$ cat src/rtl/guess_entry.sv
// Guess producer: synchronises and debounces the key, range-checks the switch letter code,
// and emits single-cycle accept/repeat/bad strobes while tracking the letters used this game.
module guess_entry #(
  parameter int unsigned CODE_W          = 6,
  parameter int unsigned DEBOUNCE_CYCLES = 500000,
  parameter int unsigned CNT_W           = 19
) (
  input  logic              clk,
  input  logic              resetn,
  input  logic [CODE_W-1:0] letter_code,
  input  logic              key_n,
  input  logic              enable,
  input  logic              clear_used,
  output logic [CODE_W-1:0] guess,
  output logic              guess_valid,
  output logic              repeat_flag,
  output logic              bad_code,
  output logic [25:0]       used_mask,
  output logic [4:0]        used_count
);

  localparam int unsigned NUM_LETTERS = 26;
  localparam logic [CODE_W-1:0] CODE_LO  = CODE_W'(10);
  localparam logic [CODE_W-1:0] CODE_HI  = CODE_W'(35);
  localparam logic [CNT_W-1:0]  CNT_LAST = CNT_W'(DEBOUNCE_CYCLES - 1);

  typedef enum logic [1:0] {IDLE, PRESS_DB, HELD, REL_DB} state_t;

  state_t              state, state_n;
  logic [CNT_W-1:0]    cnt, cnt_n;
  logic                decide, decide_n;
  logic [CODE_W-1:0]   code_lat, code_lat_n;
  logic                key_m, key_s;
  logic [CODE_W-1:0]   code_m, code_s;
  logic [1:0]          sync_vld;
  logic                armed;

  // Two-flop synchronisers. 'armed' blocks a key still held through reset from
  // starting a press until a genuine high level has been seen after reset.
  always_ff @(posedge clk) begin
    if (resetn) begin
      key_m    <= 1'b1;
      key_s    <= 1'b1;
      code_m   <= '0;
      code_s   <= '0;
      sync_vld <= '0;
      armed    <= 1'b0;
    end else begin
      key_m    <= key_n;
      key_s    <= key_m;
      code_m   <= letter_code;
      code_s   <= code_m;
      sync_vld <= {sync_vld[0], 1'b1};
      if (sync_vld[1] && key_s) armed <= 1'b1;
    end
  end

  always_ff @(posedge clk) begin
    if (resetn) begin
      state    <= IDLE;
      cnt      <= '0;
      decide   <= 1'b0;
      code_lat <= '0;
    end else begin
      state    <= state_n;
      cnt      <= cnt_n;
      decide   <= decide_n;
      code_lat <= code_lat_n;
    end
  end

  // Debounce FSM: one 'decide' pulse per physical press.
  always_comb begin
    state_n    = state;
    cnt_n      = cnt;
    decide_n   = 1'b0;
    code_lat_n = code_lat;
    case (state)
      IDLE: begin
        if (!key_s && armed) begin
          state_n = PRESS_DB;
          cnt_n   = '0;
        end
      end
      PRESS_DB: begin
        if (key_s) begin
          state_n = IDLE;
          cnt_n   = '0;
        end else if (cnt == CNT_LAST) begin
          state_n    = HELD;
          cnt_n      = '0;
          decide_n   = 1'b1;
          code_lat_n = code_s;
        end else begin
          cnt_n = cnt + CNT_W'(1);
        end
      end
      HELD: begin
        if (key_s) begin
          state_n = REL_DB;
          cnt_n   = '0;
        end
      end
      REL_DB: begin
        if (!key_s) begin
          state_n = HELD;
          cnt_n   = '0;
        end else if (cnt == CNT_LAST) begin
          state_n = IDLE;
          cnt_n   = '0;
        end else begin
          cnt_n = cnt + CNT_W'(1);
        end
      end
      default: begin
        state_n = IDLE;
        cnt_n   = '0;
      end
    endcase
  end

  logic                   in_range_c;
  logic [CODE_W-1:0]      idx_c;
  logic [NUM_LETTERS-1:0] letter_bit_c;
  logic                   used_hit_c;
  logic                   accept_c;

  // Index is only meaningful once the code is known to be in range.
  always_comb begin
    in_range_c   = (code_lat >= CODE_LO) && (code_lat <= CODE_HI);
    idx_c        = code_lat - CODE_LO;
    letter_bit_c = in_range_c ? (NUM_LETTERS'(1) << idx_c) : '0;
    used_hit_c   = |(used_mask & letter_bit_c);
    accept_c     = decide && enable && in_range_c && !used_hit_c;
  end

  always_ff @(posedge clk) begin
    if (resetn) begin
      guess       <= '0;
      guess_valid <= 1'b0;
      repeat_flag <= 1'b0;
      bad_code    <= 1'b0;
      used_mask   <= '0;
      used_count  <= '0;
    end else begin
      guess_valid <= 1'b0;
      repeat_flag <= 1'b0;
      bad_code    <= 1'b0;
      if (decide && enable) begin
        if (!in_range_c) begin
          bad_code <= 1'b1;
        end else if (used_hit_c) begin
          repeat_flag <= 1'b1;
        end else begin
          guess_valid <= 1'b1;
          guess       <= code_lat;
        end
      end
      // New-game clear wins over the bit set by a coincident acceptance.
      if (clear_used) begin
        used_mask  <= '0;
        used_count <= '0;
      end else if (accept_c) begin
        used_mask  <= used_mask | letter_bit_c;
        used_count <= used_count + 5'd1;
      end
    end
  end

endmodule

$ cat config.mk
export PLATFORM = sky130hd
export DESIGN_NAME = guess_entry
export DESIGN_NICKNAME = d
export VERILOG_FILES = /design/src/rtl/guess_entry.sv
export SDC_FILE = /design/constraint.sdc
export NUM_CORES = 1
export LEC_CHECK = 0
export ABC_AREA = 1
export CAP_MARGIN = 20
export CELL_PAD_IN_SITES_DETAIL_PLACEMENT = 1
export CELL_PAD_IN_SITES_GLOBAL_PLACEMENT = 1
export CORE_UTILIZATION = 43
export DETAILED_ROUTE_END_ITERATION = 7
export PLACE_DENSITY = 0.94
export SYNTH_ARGS = -nofsm -noshare
export SYNTH_HDL_FRONTEND = slang
export SYNTH_SLANG_ARGS = --single-unit
$ cat constraint.sdc
create_clock -name clk -period 4.5 [get_ports clk]
set_input_delay 0.9 -clock clk [delete_from_list [all_inputs] [get_ports clk]]
set_output_delay 0.9 -clock clk [all_outputs]
set_load 0.02 [all_outputs]
==> results of run 1 <==
-- tightest hold or removal path, delay by kind of cell (launching register included) --
kind / cells / cell delay [ns]
buffers and inverters: 1 / 0.04
flip-flops: 1 / 0.30
AND/OR/NAND/NOR: 1 / 0.03
-- layer usage --
layer	GRT usage, %	vias up	wire (µm)
met4	9.14	0	235
met3	5.13	27	427
li1	-	2030	-
met2	43.8	96	6190
met5	0	-	0
met1	32.1	2006	5540
-- per-stage QoR --
step | setup slack, ns | instances | area [µm²] | power [mW]
floorplan | 2.33 | 593 | 4190 | 0.821
finish | 1.25 | 763 | 4950 | 1.49
detailed placement | 1.39 | 747 | 4690 | 0.846
CTS | 1.29 | 762 | 4920 | 1.49
global route | 0.983 | 763 | 4950 | 1.54
global placement | 1.56 | 747 | 4690 | 0.844
-- area by class of cell --
cell class	count	share of cell area (%)
Tap cell	129	3.26
Timing Repair Buffer	55	11.3
Clock buffer	10	2.58
Multi-Input combinational cell	394	39.9
Clock inverter	5	2.17
Sequential cell	85	34.4
Inverter	85	6.49
-- power by group through the flow --
stage / logic, mW / clock network, mW / registers, mW
after floorplan: 0.0397 / 0 / 0.782
after global placement: 0.0608 / 0 / 0.783
after detailed placement: 0.0629 / 0 / 0.783
after CTS: 0.0639 / 0.659 / 0.766
after global routing: 0.0744 / 0.695 / 0.767
final: 0.0664 / 0.659 / 0.766
-- flip-flops by register name, indices dropped and copies added, names as in the netlist, named ones only --
signal,flops
state,1
key_m,1
bad_code,1
cnt,19
code_m,6
guess_valid,1
used_mask,26
code_lat,6
sync_vld,2
decide,1
guess,6
code_s,6
armed,1
repeat_flag,1
used_count,5
key_s,1
-- logic make-up (layout without fill, tap and decap cells) --
kind of cell / Yosys count / in the layout / share of synthesized area [%]
flops: 85 / 85 / 40.7
simple gates: 304 / 304 / 34.6
buf+inv: 114 / 155 / 12.3
fa+ha+maj: 3 / 3 / 0.897
compound gates: 81 / 81 / 10.4
xor+xnor: 6 / 6 / 1.26
-- cells in the final DEF, fill, tap and decap left out, types with 3 or more instances in the layout --
cell type	netlist	final
nor4_1	8	8
inv_1	75	75
nor3_1	17	17
dfxtp_1	85	85
clkdlybuf4s50_1	0	50
or2_2	4	4
nor2_2	2	3
nand2_1	85	85
buf_4	2	4
a22oi_1	3	3
bufinv_16	0	3
nand3_1	43	43
nand4_1	48	48
nand2_2	6	6
clkbuf_8	0	9
o21ai_0	13	13
ha_1	3	3
nand2_4	4	4
nor2_1	81	80
xor2_1	3	3
xnor2_1	3	3
inv_2	8	8
a21oi_1	57	57
-- path summary, 6_finish.rpt --
path,to,cells past startpoint
min reg2reg,code_s[4],2
min,code_s[4],2
max reg2reg,used_count[2],15
max,used_count[2],15
==> impl_results.md, run 1 <==
* Result of the run: finished, final reports clean
* Final routed DRC violation total at 0
* Internal power at 1.15 mW
* Commonest cells in the netlist: 85 x dfxtp_1, 85 x nand2_1, 81 x nor2_1
* Post-synthesis cell count at 593
* Number of setup violations in the final report at 0
* Share of synthesized registers carrying an async set or reset at 0%
* Via count of the first global-routing pass at 4204
* Leakage power at 1.73 nW
* Flop-to-flop setup slack at 1.25 ns
* Fraction of synthesized cell area taken by the top area cell type at 40.7%
* Chip width at 101 µm
* Leading register cell type out of synthesis: dfxtp_1
* Count of pins on the block boundary at 51
* Power per cell area at 301 nW/µm²
* Post-CTS Hold Buffers at 0
* Maximum Capacitance Violations at 0
* Full die area at 10100 µm²
* Skew final at 0.0142 ns
* Final core occ at 53.1%
* Number of buffer and inverter stages on the critical path at 3
* Clk Tree Root Cell: clkbuf_8
* Clock transition at the registers of the reported paths at 0.09 ns
* Number of synthesized register bits at 85
* Gr ovfl total at 0
* Final worst hold slack at 0.410 ns
* Slew at the pin with the worst max-slew slack at 0.929 ns
* Max Fanout on Critical Path at 24
* Count of cell types in the netlist at 37
* CP most frequent cell: nand2_1
* Gates resized, CTS repair at 0
* Library cell contributing the largest single delay on the critical path: dfxtp_1
* Minimum clock period at 3.25 ns
* Worst Path Required at 4.75 ns
* Via density per instance at 5.45
* Number of warnings reported in the yosys synthesis log at 0
* Drt first pass iters at 5
* DP Wirelength at 8660 µm
* Share of cells above drive strength 1 at 7.73%
* Crit path arrival time at 3.50 ns
* Sink count of the clock tree at 85
* EDFF count, synth at 0
* Cell breakdown of the critical path: inv_4 -> ha_1 -> inv_2 -> nand2_1 -> nand2_2 -> inv_2 -> and2_1 -> nand2_1 -> nor2_1 -> nor2_1 -> nand2_2 -> nor2_4 -> nand3_2 -> nand2_1 -> a21oi_1
* HP Start: code_m[4]
* DR vias at 4159
* Crit-path leading delay family: simple AND/OR/NAND/NOR gates
* Setup Crit Path Kind: reg -> reg
* Filler cell count in the final layout at 1209
* Count of input and output buffers at 50
* Initial antenna violation count at 0
* Number of inserted diodes at 0
* Count of nets left with antenna violations after detail routing at 0
* # H-tree levels at 3
* Wire length per cell at 16.3 µm
* Buffer count from post-CTS setup fixing at 0
* Path class of the lowest-slack min-delay path: reg -> reg
* Seq. cell area at 1700 µm²
* DIE HEIGHT at 101 µm
* Total length of routed wires at 12400 µm
* Starting density of the core at 44.9%
* Overall global routing resource usage at 25.6%
* Mapped Nets at 607
* Worst IR Drop VDD at 0.128 mV
* Total core area at 9330 µm²
* Area occupied by multi-input gates at 1970 µm²
* Final hold viol count at 0
* Crit path launch type: flip-flop
* Reg-to-Reg Start: code_lat[1]
* Layout overhead on the synthesized area at 18.3%
* Maximum number of pins on one net before global-route repair at 33
* Clock buffers created by TritonCTS at 9
* Crit end category: flip-flop
* # nets final at 644
* First DRT Iteration DRCs at 248
* Post-synth design cell area at 4190 µm²
* Flop pwr share at 51.4%
* Start point of the critical path: code_lat[1]
* CTS tree: done
* Total Neg Setup Slack at 0 ns
* Total number of placement rows at 35
* Per-instance average area after synthesis at 7.06 µm²
* Post-synthesis sequential area ratio at 40.7%
* Delay of the slowest cell on the worst path at 0.58 ns
* Switching Power at 0.340 mW
* Setup repair after global routing missed its margin: no
* Largest cells by area after synthesis: dfxtp_1 41%, nand2_1 7.6%, nor2_1 7.3%, nand4_1 7.2%, a21oi_1 6.8%
* Buffer levels on the longest clock path at 2
* Final weighted congestion in routability-driven placement at 0.872
* Clock Power Share at 44.2%
* Number of max-slew violations in the final report at 0
* Final worst-path cycle share at 72.2%
* Cell type with the largest total area after synthesis: dfxtp_1
* Max-slew headroom at 38.0%
* Share of total power consumed by net switching at 22.8%
* Max frequency at 0.308 GHz
* First-pass GRT wire length at 20600 µm
* Insertion delay to the later sink of the worst-skew pair at 0.36 ns
* Combinational power share at 4.5%
Power figures use the tool's default switching activity.
==> run 2, diff against run 1 <==
Settings changed: CORE_UTILIZATION 43 to 36, PLACE_DENSITY 0.94 to 0.84.
Clock period 4.5 ns to 2.85 ns, I/O delays scaled along.
==> run 2 against run 1 <==
Hold slack got worse by 0.0026 ns. Critical endpoint is now used_count[1]. Fmax rose by 21%. Critical path type unchanged. Clock-buffer cell count is 1 higher. Sequential power increased by 58%.
==> impl_results.md, run 2 (synthesized netlist as in run 1, its figures left out) <==
* Insertion delay to the later sink of the worst-skew pair at 0.35 ns
* Path class of the lowest-slack min-delay path: reg -> reg
* Maximum Capacitance Violations at 0
* Via density per instance at 5.32
* Post-CTS Hold Buffers at 0
* Total core area at 11400 µm²
* Clock buffers created by TritonCTS at 9
* Number of max-slew violations in the final report at 0
* Crit path arrival time at 2.91 ns
* Slew at the pin with the worst max-slew slack at 0.543 ns
* Count of input and output buffers at 50
* Overall global routing resource usage at 21.7%
* Count of nets left with antenna violations after detail routing at 0
* Largest register FFs at 26
* Power per cell area at 519 nW/µm²
* First DRT Iteration DRCs at 246
* Minimum clock period at 2.69 ns
* Worst IR Drop VDD at 0.222 mV
* Full die area at 12100 µm²
* Start point of the critical path: code_lat[2]
* Buffer levels on the longest clock path at 2
* Largest register by flop count: used_mask
* Crit path launch type: flip-flop
* Skew final at 0.00514 ns
* Number of setup violations in the final report at 0
* Reg-to-Reg Start: code_lat[2]
* Initial antenna violation count at 0
* Worst Path Required at 3.07 ns
* Clk Tree Root Cell: clkbuf_16
* Sink count of the clock tree at 85
* Final worst-path cycle share at 94.3%
* Leakage power at 1.85 nW
* CTS tree: done
* Share of cells above drive strength 1 at 10.2%
* Final core occ at 45.9%
* Layout overhead on the synthesized area at 24.6%
* Number of inserted diodes at 0
* Filler cell count in the final layout at 1465
* Clock transition at the registers of the reported paths at 0.06 ns
* Total number of placement rows at 39
* Final weighted congestion in routability-driven placement at 0.881
* DR vias at 4211
* Result of the run: finished, final reports clean
* DP Wirelength at 8760 µm
* First-pass GRT wire length at 20200 µm
* Biggest regs: used_mask (26), cnt (19)
* Crit end category: flip-flop
* Commonest cells after routing, fill and taps aside: 85 x nand2_1, 85 x dfxtp_1, 80 x nor2_1
* Starting density of the core at 36.8%
* # nets final at 658
* Max-slew headroom at 63.4%
* Count of pins on the block boundary at 51
* Final worst hold slack at 0.407 ns
* Chip width at 110 µm
* Setup Crit Path Kind: reg -> reg
* Wire length per cell at 16.2 µm
* Gr ovfl total at 0
* Final routed DRC violation total at 0
* DIE HEIGHT at 110 µm
* Via count of the first global-routing pass at 4169
* Max Fanout on Critical Path at 12
* Maximum number of pins on one net before global-route repair at 32
* # H-tree levels at 3
* Max frequency at 0.372 GHz
* Final hold viol count at 0
* Drt first pass iters at 4
* Total length of routed wires at 12800 µm
* HP Start: code_m[2]
==> run 2: cell types whose count changed in the layout (fill, tap and decap cells not counted), moves of 2 or more <==
cell,before,now
clkinv_4,0,2
nor2_4,2,4
buf_12,0,2
buf_4,4,15
clkbuf_8,9,1
inv_6,2,0
clkbuf_16,0,9
==> run 2: metrics by stage <==
step                      setup TNS [ns]  area (µm²)  setup WS (ns)  power [mW]  cells
after floorplan                        0        4190          0.683        1.30    593
after global placement             -1.35        4780         -0.133        1.33    771
after detailed placement           -3.03        4780         -0.281        1.34    771
after CTS                              0        5140         0.0150        2.72    789
after global routing              -0.268        5220        -0.0386        2.77    792
final                                  0        5220          0.161        2.70    792
==> run 2: timing repair <==
item / CTS / global route
pin swaps: 1 / 2
gates cloned: 2 / 0
buffers inserted: 0 / 3
endpoints found under the setup margin: 13 / 35
gates resized for setup: 0 / 5
==> run 2: per-layer routing <==
metal / vias to the layer above / share of wire [%] / track usage [%]
met2: 111 / 49 / 37.8
met3: 31 / 4.5 / 4.33
met4: 0 / 2.8 / 8.76
met1: 2010 / 44 / 25.9
met5: - / 0 / 0
li1: 2059 / - / -
==> run 2: worst max-delay path, cell delays in order, from the launching register on <==
cell	delay [ns]
dfxtp_1	0.39
inv_2	0.08
ha_1	0.38
inv_2	0.10
nand3_1	0.09
nor2_1	0.05
nand3_1	0.19
nor2_1	0.10
nand2_1	0.07
nand2_1	0.09
nor2_1	0.16
nand2_1	0.21
nor2_4	0.26
nand3_4	0.19
nand2_1	0.13
a21oi_1	0.06
==> run 2: final cells by class <==
class                           instances  area (µm²)  share of cell area (%)
Sequential cell                        85        1700                    32.6
Inverter                               85         322                    6.17
Clock inverter                          5         108                    2.06
Multi-Input combinational cell        396        2010                    38.5
Tap cell                              143         179                    3.43
Timing Repair Buffer                   67         653                    12.5
Clock buffer                           11         243                    4.65
==> run 2: worst paths after layout <==
path	slack, ns	cells past startpoint	end
worst max-delay path	0.16	15	used_count[1]
worst min-delay path	0.41	2	code_s[2]
worst max register to register	0.16	15	used_count[1]
worst min register to register	0.41	2	code_s[2]
==> run 2: power by group <==
group | internal (mW) | total [mW] | switching [mW] | leakage, nW
Combinational | 0.0295 | 0.101 | 0.0717 | 0.991
Sequential | 1.20 | 1.21 | 0.00792 | 0.688
Clock | 0.884 | 1.39 | 0.508 | 0.170
